### src/rtl/pps_gen.sv
// pps_gen -- programmable 1PPS reference generator.
//
// Emits one pulse per epoch of PERIOD i_pclk cycles as a 4-bit word per
// cycle for a 4:1 LVDS serializer, giving 1 ns edge placement at 250 MHz.
// Phase and width changes are staged in a pending register and become
// active only on the first cycle of an epoch.
//
// Ports
//   i_pclk       pixel-rate clock, sole clock
//   i_res        asynchronous active-high reset
//   i_en         generator enable
//   i_cfg_wr     one-cycle config write strobe
//   i_cfg_phase  rising-edge offset from epoch start, 1 ns units
//   i_cfg_width  high time in i_pclk cycles
//   o_cfg_ack    pulses when pending config becomes active (with o_epoch)
//   o_cfg_err    pulses one cycle after a rejected write
//   o_epoch      pulses on the first cycle of every epoch
//   o_dt4b       serializer word, bit 0 transmitted first
//   o_active     high whenever o_dt4b is non-zero
//
// state   | meaning
// --------+------------------------------------------------------------
// ST_OFF  | generator disabled, epoch counter held at 0, no pulse
// ST_IDLE | enabled, waiting for epoch position to reach coarse phase
// ST_HIGH | pulse in flight, width down-counter running

module pps_gen #(
    parameter int unsigned PERIOD    = 250000000,
    parameter int unsigned WIDTH_CYC = 25000000
) (
    input  logic        i_pclk,
    input  logic        i_res,
    input  logic        i_en,
    input  logic        i_cfg_wr,
    input  logic [29:0] i_cfg_phase,
    input  logic [27:0] i_cfg_width,
    output logic        o_cfg_ack,
    output logic        o_cfg_err,
    output logic        o_epoch,
    output logic [3:0]  o_dt4b,
    output logic        o_active
);

    localparam logic [27:0] PER     = 28'(PERIOD);
    localparam logic [27:0] PER_M1  = 28'(PERIOD - 1);
    localparam logic [30:0] PH_LIM  = 31'(4 * PERIOD);
    localparam int unsigned W_RST_I = (WIDTH_CYC == 0) ? 1 :
                                      ((WIDTH_CYC >= PERIOD) ? (PERIOD - 1) : WIDTH_CYC);
    localparam logic [27:0] W_RST   = 28'(W_RST_I);

    typedef enum logic [1:0] {
        ST_OFF  = 2'd0,
        ST_IDLE = 2'd1,
        ST_HIGH = 2'd2
    } state_t;

    state_t      state_q, state_nx;
    logic [27:0] ep_q, ep_nx;
    logic [27:0] cnt_q, cnt_nx;
    logic [1:0]  fine_q, fine_nx;
    logic [29:0] act_phase_q, act_phase_nx;
    logic [27:0] act_width_q, act_width_nx;
    logic [29:0] pend_phase_q, pend_phase_nx;
    logic [27:0] pend_width_q, pend_width_nx;
    logic        pend_q, pend_nx;
    logic [3:0]  word_nx;
    logic        epoch_nx, ack_nx, err_nx;

    logic        wr_ok;
    logic [27:0] wr_width;
    logic [29:0] eff_phase;
    logic [27:0] eff_width;

    // Leading edge lands on the (fine)th ns of the cycle; the fall word is
    // its complement, so the high time is always width*4 ns.
    function automatic logic [3:0] rise_word(input logic [1:0] fine);
        logic [3:0] w;
        case (fine)
            2'd0:    w = 4'b1111;
            2'd1:    w = 4'b1110;
            2'd2:    w = 4'b1100;
            default: w = 4'b1000;
        endcase
        return w;
    endfunction

    assign wr_ok = i_cfg_wr && ({1'b0, i_cfg_phase} < PH_LIM);

    always_comb begin
        wr_width = i_cfg_width;
        if (i_cfg_width == 28'd0) begin
            wr_width = 28'd1;
        end else if (i_cfg_width >= PER) begin
            wr_width = PER_M1;
        end
    end

    always_comb begin
        state_nx      = state_q;
        ep_nx         = ep_q;
        cnt_nx        = cnt_q;
        fine_nx       = fine_q;
        act_phase_nx  = act_phase_q;
        act_width_nx  = act_width_q;
        pend_phase_nx = pend_phase_q;
        pend_width_nx = pend_width_q;
        pend_nx       = pend_q;
        word_nx       = 4'b0000;
        epoch_nx      = 1'b0;
        ack_nx        = 1'b0;
        err_nx        = i_cfg_wr && !wr_ok;
        eff_phase     = act_phase_q;
        eff_width     = act_width_q;

        if (!i_en) begin
            state_nx = ST_OFF;
            ep_nx    = 28'd0;
            cnt_nx   = 28'd0;
        end else begin
            if (state_q == ST_OFF || ep_q == PER_M1) begin
                ep_nx = 28'd0;
            end else begin
                ep_nx = ep_q + 28'd1;
            end
            epoch_nx = (ep_nx == 28'd0);

            // Config applied at the boundary governs this epoch's pulse
            // straight away, so coarse 0 can rise on the o_epoch cycle.
            if (epoch_nx && pend_q) begin
                act_phase_nx = pend_phase_q;
                act_width_nx = pend_width_q;
                pend_nx      = 1'b0;
                ack_nx       = 1'b1;
                eff_phase    = pend_phase_q;
                eff_width    = pend_width_q;
            end

            case (state_q)
                ST_HIGH: begin
                    // In-flight pulse owns the output until its fall word;
                    // a coarse match during that time is ignored.
                    if (cnt_q == 28'd1) begin
                        word_nx  = ~rise_word(fine_q);
                        cnt_nx   = 28'd0;
                        state_nx = ST_IDLE;
                    end else begin
                        word_nx = 4'b1111;
                        cnt_nx  = cnt_q - 28'd1;
                    end
                end
                default: begin
                    state_nx = ST_IDLE;
                    if (ep_nx == eff_phase[29:2]) begin
                        word_nx  = rise_word(eff_phase[1:0]);
                        fine_nx  = eff_phase[1:0];
                        cnt_nx   = eff_width;
                        state_nx = ST_HIGH;
                    end
                end
            endcase
        end

        // Sampled after the apply decision: a write landing on the wrap
        // edge waits for the following boundary.
        if (wr_ok) begin
            pend_phase_nx = i_cfg_phase;
            pend_width_nx = wr_width;
            pend_nx       = 1'b1;
        end
    end

    always_ff @(posedge i_pclk or posedge i_res) begin
        if (i_res) begin
            state_q      <= ST_OFF;
            ep_q         <= 28'd0;
            cnt_q        <= 28'd0;
            fine_q       <= 2'd0;
            act_phase_q  <= 30'd0;
            act_width_q  <= W_RST;
            pend_phase_q <= 30'd0;
            pend_width_q <= 28'd0;
            pend_q       <= 1'b0;
            o_dt4b       <= 4'b0000;
            o_active     <= 1'b0;
            o_epoch      <= 1'b0;
            o_cfg_ack    <= 1'b0;
            o_cfg_err    <= 1'b0;
        end else begin
            state_q      <= state_nx;
            ep_q         <= ep_nx;
            cnt_q        <= cnt_nx;
            fine_q       <= fine_nx;
            act_phase_q  <= act_phase_nx;
            act_width_q  <= act_width_nx;
            pend_phase_q <= pend_phase_nx;
            pend_width_q <= pend_width_nx;
            pend_q       <= pend_nx;
            o_dt4b       <= word_nx;
            o_active     <= (word_nx != 4'b0000);
            o_epoch      <= epoch_nx;
            o_cfg_ack    <= ack_nx;
            o_cfg_err    <= err_nx;
        end
    end

endmodule

### config.mk
export PLATFORM = sky130hd
export DESIGN_NAME = pps_gen
export DESIGN_NICKNAME = d
export VERILOG_FILES = /design/src/rtl/pps_gen.sv
export SDC_FILE = /design/constraint.sdc
export NUM_CORES = 1
export LEC_CHECK = 0
export BUFFER_PORTS_ARGS = -buffer_cell sky130_fd_sc_hd__buf_2
export CAP_MARGIN = 10
export CORE_MARGIN = 4
export CORE_UTILIZATION = 61
export CTS_BUF_LIST = sky130_fd_sc_hd__clkbuf_16
export DETAILED_ROUTE_END_ITERATION = 16
export GPL_ROUTABILITY_DRIVEN = 0
export GPL_TIMING_DRIVEN = 0
export PLACE_DENSITY = 0.8
export SLEW_MARGIN = 10
export SYNTH_ARGS = -nofsm -noshare
export SYNTH_HDL_FRONTEND = slang
export SYNTH_SLANG_ARGS = --single-unit
### constraint.sdc
create_clock -name i_pclk -period 6.74 [get_ports i_pclk]
set_input_delay 0.674 -clock i_pclk [delete_from_list [all_inputs] [get_ports i_pclk]]
set_output_delay 0.674 -clock i_pclk [all_outputs]
set_load 0.02 [all_outputs]
==> impl_metrics.json, run 1 <==
{
  "setup_viol_count_final": 0,
  "clockBufferDepth": 2,
  "required_ns": 7.06,
  "io_pins": 70,
  "grtUsageMet3_pct": 5.04,
  "async_flop_share_pct": 100,
  "core_area_um2": 16600,
  "viasPerCell": 6.42,
  "wire_per_inst_um": 19.0,
  "critPathMaxStageDelay_ns": 0.84,
  "dp_cells": 1510,
  "synth-edff-count": 0,
  "leakage_nw": 5.58,
  "synthDistinctLibCells": 78,
  "rows": 47,
  "cp_num_buf_inv": 1,
  "place_area_um2": 11000,
  "ys_seq_area_share_pct": 45.0,
  "synth_top_area_cell": "dfrtp_1",
  "critPathTopFamily": "simple AND/OR/NAND/NOR gates",
  "fin_nets": 1374,
  "firstDrtPassIters": 6,
  "grt_setup_unrepaired": "no",
  "top_usage_layer": "met1",
  "slew_headroom_pct": 26.1,
  "diodes": 0,
  "clockRootBuffer": "clkbuf_16",
  "pwr_density_cell_nw_per_um2": 243,
  "syn_area_um2": 10300,
  "drtIter0Drc": 1329,
  "finalPower_mw": 2.82,
  "start_util_pct": 62.2,
  "wirelength_um": 29300,
  "min_path_type": "primary input to asynchronous set/reset pin",
  "ant_nets": 0,
  "tightest_slew_ns": 1.10,
  "path_cells": "ha_1 -> nand4_2 -> nor4_2 -> xnor2_1 -> nand3_1 -> or4_4 -> nor4_2 -> nor3_1 -> a2111oi_0 -> nand4_1 -> nor4b_4 -> buf_2 -> o22ai_1 -> a211o_1",
  "drv_cap": 0,
  "cts.reportedPaths.clkPinSlew_ns": 0.08,
  "ys.flop_type": "dfrtp_1",
  "max_freq_mhz": 174,
  "ctsHoldBuffers": 0,
  "ys_top_cells_by_area": "dfrtp_1, nand2_1, nor2_1",
  "track_usage_pct": 30.5,
  "die_y_um": 138,
  "grt_pass1_vias": 8936,
  "clock-sinks": 185,
  "synthToLayoutAreaGrowth_pct": 12.5,
  "num_vias": 9899,
  "worst_hold_slack_ns": 0.255,
  "hpwl_um": 21200,
  "syn_inst": 1220,
  "worstSetupStartpointType": "register",
  "final_cell_area_um2": 11600,
  "die_w_um": 138,
  "cts_tree": "yes",
  "hold_violations": 0,
  "ys_warn_count": 0,
  "crit_arrival_ns": 6.08,
  "ys_ff_latch": 185,
  "grt_max_degree": 121,
  "worst-path-max-fanout": 10,
  "fin_setup_tns_ns": 0,
  "synth.top_cell.area_share_pct": 42.0,
  "yosysMostFrequentCell": "nand2_1",
  "cts.repair.resized": 0,
  "antenna_found_initial": 0,
  "grt.met1_usage_pct": 48.1,
  "irDropWorstVdd_mv": 0.204,
  "crit_type": "register to register",
  "grt_overflow": 0,
  "cts.htree.levels": 4,
  "port_buffers": 69,
  "synth_area_per_cell_um2": 8.45,
  "skew_ns": 0.0135,
  "syn-num-nets": 1285,
  "place_ws_ns": 1.16,
  "finalWorstSetupSlack_ns": 0.988,
  "slew_viol_final": 0,
  "outcome": "finished, final reports clean",
  "cts_buffers": 17,
  "post_cts_buffers": 0,
  "crit_top_cell": "nor4_2",
  "netlist_top_cells_count": "nand2_1, dfrtp_1, nor2_1",
  "grt_pass1_wl_um": 47500,
  "die_area_um2": 19000,
  "use_met2_pct": 43.4,
  "clock_latency_ns": 0.44,
  "cp_slowest_cell": "nor4_2",
  "min_period_over_period_pct": 85.3,
  "drc": 0,
  "layout-drive-gt1-share_pct": 12.3,
  "finalNonFillerCells": 1542,
  "final_core_util_pct": 70.0,
  "endpoint_kind": "register",
  "period_needed_ns": 5.75
}
==> state kept, by name (all words and copies together) (netlist names), 2 cells and up <==
name          flops
state_q           2
cnt_q            28
o_dt4b            4
pend_width_q     28
ep_q             28
fine_q            2
pend_phase_q     30
act_phase_q      30
act_width_q      28
==> routing by layer <==
metal,vias to the layer above,share of wire [%]
met5,-,0
met4,0,2.4
met3,75,11
met2,561,42
met1,4737,45
li1,4526,-
==> placed cells by master (no fill, tap or decap), types with 7 or more instances in the layout <==
cell | netlist | layout
dfstp_2 | 12 | 12
dfrtp_1 | 173 | 173
clkbuf_16 | 0 | 17
nand3_1 | 31 | 31
a21oi_1 | 18 | 18
or2_2 | 8 | 8
o21ai_0 | 61 | 61
xnor2_1 | 22 | 22
mux2i_1 | 26 | 26
a211oi_1 | 10 | 10
nor4_1 | 24 | 24
o22ai_1 | 17 | 17
nand4_1 | 21 | 21
o21a_1 | 7 | 7
nor2_1 | 102 | 102
a211o_1 | 8 | 8
and3_1 | 13 | 13
buf_2 | 11 | 80
o211ai_1 | 10 | 10
nand2_1 | 327 | 327
xor2_1 | 7 | 7
clkbuf_1 | 52 | 52
a21o_1 | 22 | 22
a22o_1 | 12 | 12
and2_1 | 8 | 8
nand2b_1 | 7 | 7
or4_1 | 9 | 9
or3_1 | 13 | 13
inv_1 | 22 | 21
nor3_1 | 44 | 44
mux2_2 | 7 | 7
==> cell families after synthesis <==
group / Yosys count / share of synthesized area (%)
adders and majority gates: 3 / 0.364
buffers and inverters: 94 / 3.73
and+or+nand+nor: 640 / 28.6
DFF: 185 / 45.0
xor gates and xnor gates: 30 / 2.68
AOI/OAI and AO/OA: 235 / 16.3
muxes: 33 / 3.29
==> cell type report <==
class,instances,area (µm²)
Buffer,71,298
Clock buffer,17,425
Clock inverter,15,209
Fill cell,1327,4980
Inverter,23,93.8
Multi-Input combinational cell,941,5280
Sequential cell,185,4640
Tap cell,220,275
Timing Repair Buffer,70,373
==> worst paths after layout <==
check	startpoint	end	slack, ns	cells past startpoint
worst max register to register	ep_q[1]	cnt_q[17]	0.99	14
worst max-delay path	ep_q[1]	cnt_q[17]	0.99	14
min in group i_pclk	i_cfg_phase[3]	pend_phase_q[3]	0.42	3
worst min register to register	act_width_q[14]	act_width_q[14]	0.46	2
max in group asynchronous	i_res	cnt_q[14]	5.56	3
worst min-delay path	i_res	pend_phase_q[15]	0.26	2
==> power breakdown <==
group	switching [mW]	leakage, nW	total, mW	internal (mW)
sequential	0.105	2.36	1.34	1.23
combinational	0.267	2.91	0.430	0.164
clock	0.530	0.306	1.05	0.518
total	0.902	5.58	2.82	1.92
Power figures use the tool's default switching activity.
==> run 2, diff against run 1 <==
--- a/config.mk
+++ b/config.mk
@@ -7,13 +7,15 @@
 export LEC_CHECK = 0
 export BUFFER_PORTS_ARGS = -buffer_cell sky130_fd_sc_hd__buf_2
 export CAP_MARGIN = 10
+export CELL_PAD_IN_SITES_DETAIL_PLACEMENT = 1
+export CELL_PAD_IN_SITES_GLOBAL_PLACEMENT = 1
 export CORE_MARGIN = 4
-export CORE_UTILIZATION = 61
+export CORE_UTILIZATION = 47
 export CTS_BUF_LIST = sky130_fd_sc_hd__clkbuf_16
 export DETAILED_ROUTE_END_ITERATION = 16
 export GPL_ROUTABILITY_DRIVEN = 0
 export GPL_TIMING_DRIVEN = 0
-export PLACE_DENSITY = 0.8
+export PLACE_DENSITY_LB_ADDON = 0.1
 export SLEW_MARGIN = 10
 export SYNTH_ARGS = -nofsm -noshare
 export SYNTH_HDL_FRONTEND = slang
==> impl_metrics.json, run 2 (synthesis results as in run 1) <==
{
  "clockBufferDepth": 2,
  "diodes": 0,
  "min_path_type": "primary input to asynchronous set/reset pin",
  "worst-path-max-fanout": 10,
  "final_common_cell": "nand2_1",
  "r2r_slack_ns": 0.77,
  "die_area_um2": 24400,
  "slew_viol_final": 0,
  "grt_pass1_wl_um": 56400,
  "grt_setup_unrepaired": "no",
  "wirelength_um": 34800,
  "cts.repair.resized": 0,
  "pwr_density_cell_nw_per_um2": 247,
  "core_area_um2": 21300,
  "grt_overflow": 0,
  "viasPerCell": 6.10,
  "fin_nets": 1374,
  "port_buffers": 69,
  "required_ns": 7.07,
  "die_w_um": 156,
  "route.met3.wl_um": 1800,
  "setup_viol_count_final": 0,
  "irDropWorstVdd_mv": 0.171,
  "track_usage_pct": 29.2,
  "clock-sinks": 185,
  "rows": 53,
  "leakage_nw": 5.58,
  "hold_violations": 0,
  "grt_max_degree": 116,
  "clock_latency_ns": 0.45,
  "layout-drive-gt1-share_pct": 12.3,
  "slew_headroom_pct": 21.6,
  "wire_per_inst_um": 21.8,
  "layout_common_cells": "nand2_1, dfrtp_1, nor2_1, buf_2, o21ai_0",
  "met1_length_um": 17100,
  "skew_ns": 0.0164,
  "grt_pass1_vias": 9988,
  "crit_type": "register to register",
  "hpwl_um": 25500,
  "endpoint_kind": "register",
  "drv_cap": 0,
  "ant_nets": 0,
  "io_pins": 70,
  "period_needed_ns": 5.97,
  "die_y_um": 156,
  "max_freq_mhz": 168,
  "ctsHoldBuffers": 0,
  "cts_buffers": 17,
  "fill_cells": 2629,
  "fin_setup_tns_ns": 0,
  "drc": 0,
  "min_period_over_period_pct": 88.5,
  "wl_met2_um": 15300,
  "num_vias": 9742,
  "clockRootBuffer": "clkbuf_16",
  "cts_tree": "yes",
  "worst_hold_slack_ns": 0.270,
  "drtIter0Drc": 719,
  "post_cts_buffers": 0,
  "antenna_found_initial": 0,
  "synthToLayoutAreaGrowth_pct": 13.3,
  "top_layer": "met4",
  "worstSetupStartpointType": "register",
  "cts.reportedPaths.clkPinSlew_ns": 0.09,
  "cts.htree.levels": 4,
  "start_util_pct": 48.4,
  "crit_arrival_ns": 6.30,
  "outcome": "finished, final reports clean",
  "reg_top3": "act_phase_q (30), pend_phase_q (30)",
  "firstDrtPassIters": 5,
  "tightest_slew_ns": 1.17
}
run 2: cell types whose count changed in the layout (fill, tap and decap cells not counted):
cell | previous run | this run
bufinv_16 | 0 | 1
clkinv_4 | 0 | 1
clkinv_8 | 6 | 7
clkinvlp_4 | 0 | 1
inv_12 | 3 | 2
inv_6 | 2 | 1
inv_8 | 5 | 3
run 2: per-layer routing:
layer  GRT usage, %  vias up
li1               -     4505
met1           44.9     4907
met2           44.3      295
met3           4.02       35
met4           5.91        0
met5              0        -
run 2: final cells by class:
| cell class | instances | area (µm²) | area share [%] |
|---|---|---|---|
| Buffer | 71 | 298 | 2.55 |
| Clock buffer | 17 | 425 | 3.64 |
| Clock inverter | 15 | 224 | 1.92 |
| Inverter | 23 | 93.8 | 0.803 |
| Multi-Input combinational cell | 941 | 5280 | 45.2 |
| Sequential cell | 185 | 4640 | 39.7 |
| Tap cell | 275 | 344 | 2.94 |
| Timing Repair Buffer | 70 | 373 | 3.19 |
run 2: final timing paths:
check,end,cells after the start,startpoint
setup reg to reg,cnt_q[3],14,ep_q[1]
hold / removal,pend_phase_q[13],2,i_res
max in group asynchronous,cnt_q[4],3,i_res
setup / recovery,cnt_q[3],14,ep_q[1]
min in group i_pclk,pend_phase_q[15],3,i_cfg_phase[15]
hold reg to reg,act_width_q[16],2,act_width_q[16]
run 2: metrics by stage:
step	power [mW]	cell area [µm²]	util, %	setup slack, ns	instances
after floorplan	1.62	10300	-	1.06	1220
after global placement	1.77	11000	51.7	-1.30	1564
after detailed placement	1.80	11000	51.8	0.916	1565
after CTS	2.89	11700	54.9	0.881	1597
after global routing	3.01	11700	54.9	0.469	1597
final	2.88	11700	54.9	0.775	1597
run 2: worst max-delay path: stages, from the launching register on:
cell	delay (ns)
dfrtp_1	0.45
ha_1	0.33
nand4_2	0.29
nor4_2	0.66
xnor2_1	0.38
nand3_1	0.19
or4_4	0.60
nor3_1	0.80
o21ai_0	0.29
o311ai_0	0.17
o2111ai_1	0.34
nor4b_4	0.56
buf_2	0.35
o22ai_1	0.12
a211o_1	0.33
run 2: report_power, final:
| part | switching (mW) | total [mW] | leakage, nW | internal (mW) |
|---|---|---|---|---|
| sequential | 0.114 | 1.35 | 2.36 | 1.23 |
| combinational | 0.278 | 0.442 | 2.91 | 0.164 |
| clock | 0.544 | 1.09 | 0.307 | 0.548 |
| total | 0.937 | 2.88 | 5.58 | 1.95 |
==> run 3, diff against run 2 <==
--- a/config.mk
+++ b/config.mk
@@ -15,6 +15,7 @@
 export DETAILED_ROUTE_END_ITERATION = 16
 export GPL_ROUTABILITY_DRIVEN = 0
 export GPL_TIMING_DRIVEN = 0
+export MAX_ROUTING_LAYER = met4
 export PLACE_DENSITY_LB_ADDON = 0.1
 export SLEW_MARGIN = 10
 export SYNTH_ARGS = -nofsm -noshare
==> impl_metrics.json, run 3 (synthesis results as in run 1) <==
{
  "min_period_over_period_pct": 88.3,
  "drv_cap": 0,
  "critPathTopFamily": "simple AND/OR/NAND/NOR gates",
  "period_needed_ns": 5.95,
  "die_y_um": 156,
  "slew_headroom_pct": 21.3,
  "track_usage_pct": 30.0,
  "fin_nets": 1374,
  "wirelength_um": 34800,
  "worstSetupStartpointType": "register",
  "cts_tree": "yes",
  "final_common_cell": "nand2_1",
  "r2r_slack_ns": 0.79,
  "worst_hold_slack_ns": 0.277,
  "outcome": "finished, final reports clean",
  "tightest_slew_ns": 1.17,
  "core_area_um2": 21300,
  "max_freq_mhz": 168,
  "grt_overflow": 0,
  "clock_latency_ns": 0.45,
  "ant_nets": 0,
  "synthToLayoutAreaGrowth_pct": 13.3,
  "leakage_nw": 5.58,
  "worstRegToRegCells": 14,
  "place_area_um2": 11000,
  "finalPower_mw": 2.88,
  "crit_top_cell": "o21ai_0",
  "endpoint_kind": "register",
  "clockRootBuffer": "clkbuf_16",
  "path_cells": "ha_1 -> nand4_2 -> nor4_2 -> xnor2_1 -> nand3_1 -> or4_4 -> nor3_1 -> o21ai_0 -> o311ai_0 -> o2111ai_1 -> nor4b_4 -> buf_2 -> o21ai_0 -> a211o_1",
  "finalWorstSetupSlack_ns": 0.789,
  "required_ns": 7.07,
  "drc": 0,
  "critPathMaxStageDelay_ns": 0.78,
  "cts.reportedPaths.clkPinSlew_ns": 0.08,
  "post_cts_buffers": 0,
  "layout_common_cells": "nand2_1, dfrtp_1, nor2_1, buf_2, o21ai_0",
  "cts_buffers": 17,
  "drtIter0Drc": 662,
  "reg2reg_from": "ep_q[1]",
  "layout-drive-gt1-share_pct": 12.3,
  "diodes": 0,
  "clock-sinks": 185,
  "skew_ns": 0.0141,
  "grt_max_degree": 116,
  "antenna_found_initial": 0,
  "reg_top3": "act_phase_q (30), pend_phase_q (30)",
  "final_cell_area_um2": 11700,
  "io_pins": 70,
  "slew_viol_final": 0,
  "port_buffers": 69,
  "grt_pass1_wl_um": 56300,
  "use_met2_pct": 44.4,
  "die_w_um": 156,
  "grtUsageMet3_pct": 3.94,
  "r2r-end": "cnt_q[12]",
  "ctsHoldBuffers": 0,
  "cts.htree.levels": 4,
  "hpwl_um": 25500,
  "pwr_density_cell_nw_per_um2": 247,
  "top_usage_layer": "met1",
  "grt_setup_unrepaired": "no",
  "setup_viol_count_final": 0,
  "worst-path-max-fanout": 10,
  "firstDrtPassIters": 5,
  "irDropWorstVdd_mv": 0.170,
  "cts.repair.resized": 0,
  "start_util_pct": 48.4,
  "grt_pass1_vias": 10000,
  "cp_slowest_cell": "nor3_1",
  "viasPerCell": 6.11,
  "crit_arrival_ns": 6.28,
  "cp_num_buf_inv": 1,
  "min_path_type": "primary input to asynchronous set/reset pin",
  "grt.met1_usage_pct": 44.8,
  "rows": 53,
  "wire_per_inst_um": 21.8,
  "die_area_um2": 24400,
  "num_vias": 9750,
  "clockBufferDepth": 2,
  "crit_type": "register to register",
  "fill_cells": 2629,
  "hold_violations": 0,
  "place_ws_ns": 0.916
}
run 3: cell counts in the layout (fill, tap and decap cells not counted):
Identical to the previous run, type by type.
run 3: report_power, final:
part | internal (mW) | total (mW) | switching [mW]
combinational | 0.164 | 0.443 | 0.279
sequential | 1.23 | 1.35 | 0.115
clock | 0.548 | 1.09 | 0.542
total | 1.95 | 2.88 | 0.936
run 3: how the worst max path moves through the flow:
stage	depth (start not counted)	end	from
4_1_cts	14	cnt_q[3]	ep_q[1]
6_report	14	cnt_q[12]	ep_q[1]
3_5_place_dp	14	cnt_q[3]	ep_q[1]
3_3_place_gp	2	cnt_q[9]	i_res
2_1_floorplan	1	act_phase_q[0]	i_res
5_1_grt	14	cnt_q[3]	ep_q[1]
run 3: routing by layer:
metal	routed length, µm	part of all wire [%]
met5	0	0
met2	15400	44
met1	16900	49
met4	468	1.3
met3	2020	5.8
run 3: cell type report:
class                      count  area, µm²  share of cell area [%]
buffer                        71        298                    2.55
clock buffer                  17        425                    3.64
clock inverter                15        224                    1.92
inverter                      23       93.8                   0.803
multi-input combinational    941       5280                    45.2
sequential                   185       4640                    39.7
tap                          275        344                    2.94
timing repair buffer          70        373                    3.19
run 3: stage by stage:
step	util (%)	TNS (ns)	std cells
after floorplan	-	0	1220
after global placement	51.7	-220.21	1564
after detailed placement	51.8	0	1565
after CTS	54.9	0	1597
after global routing	54.9	0	1597
final	54.9	0	1597
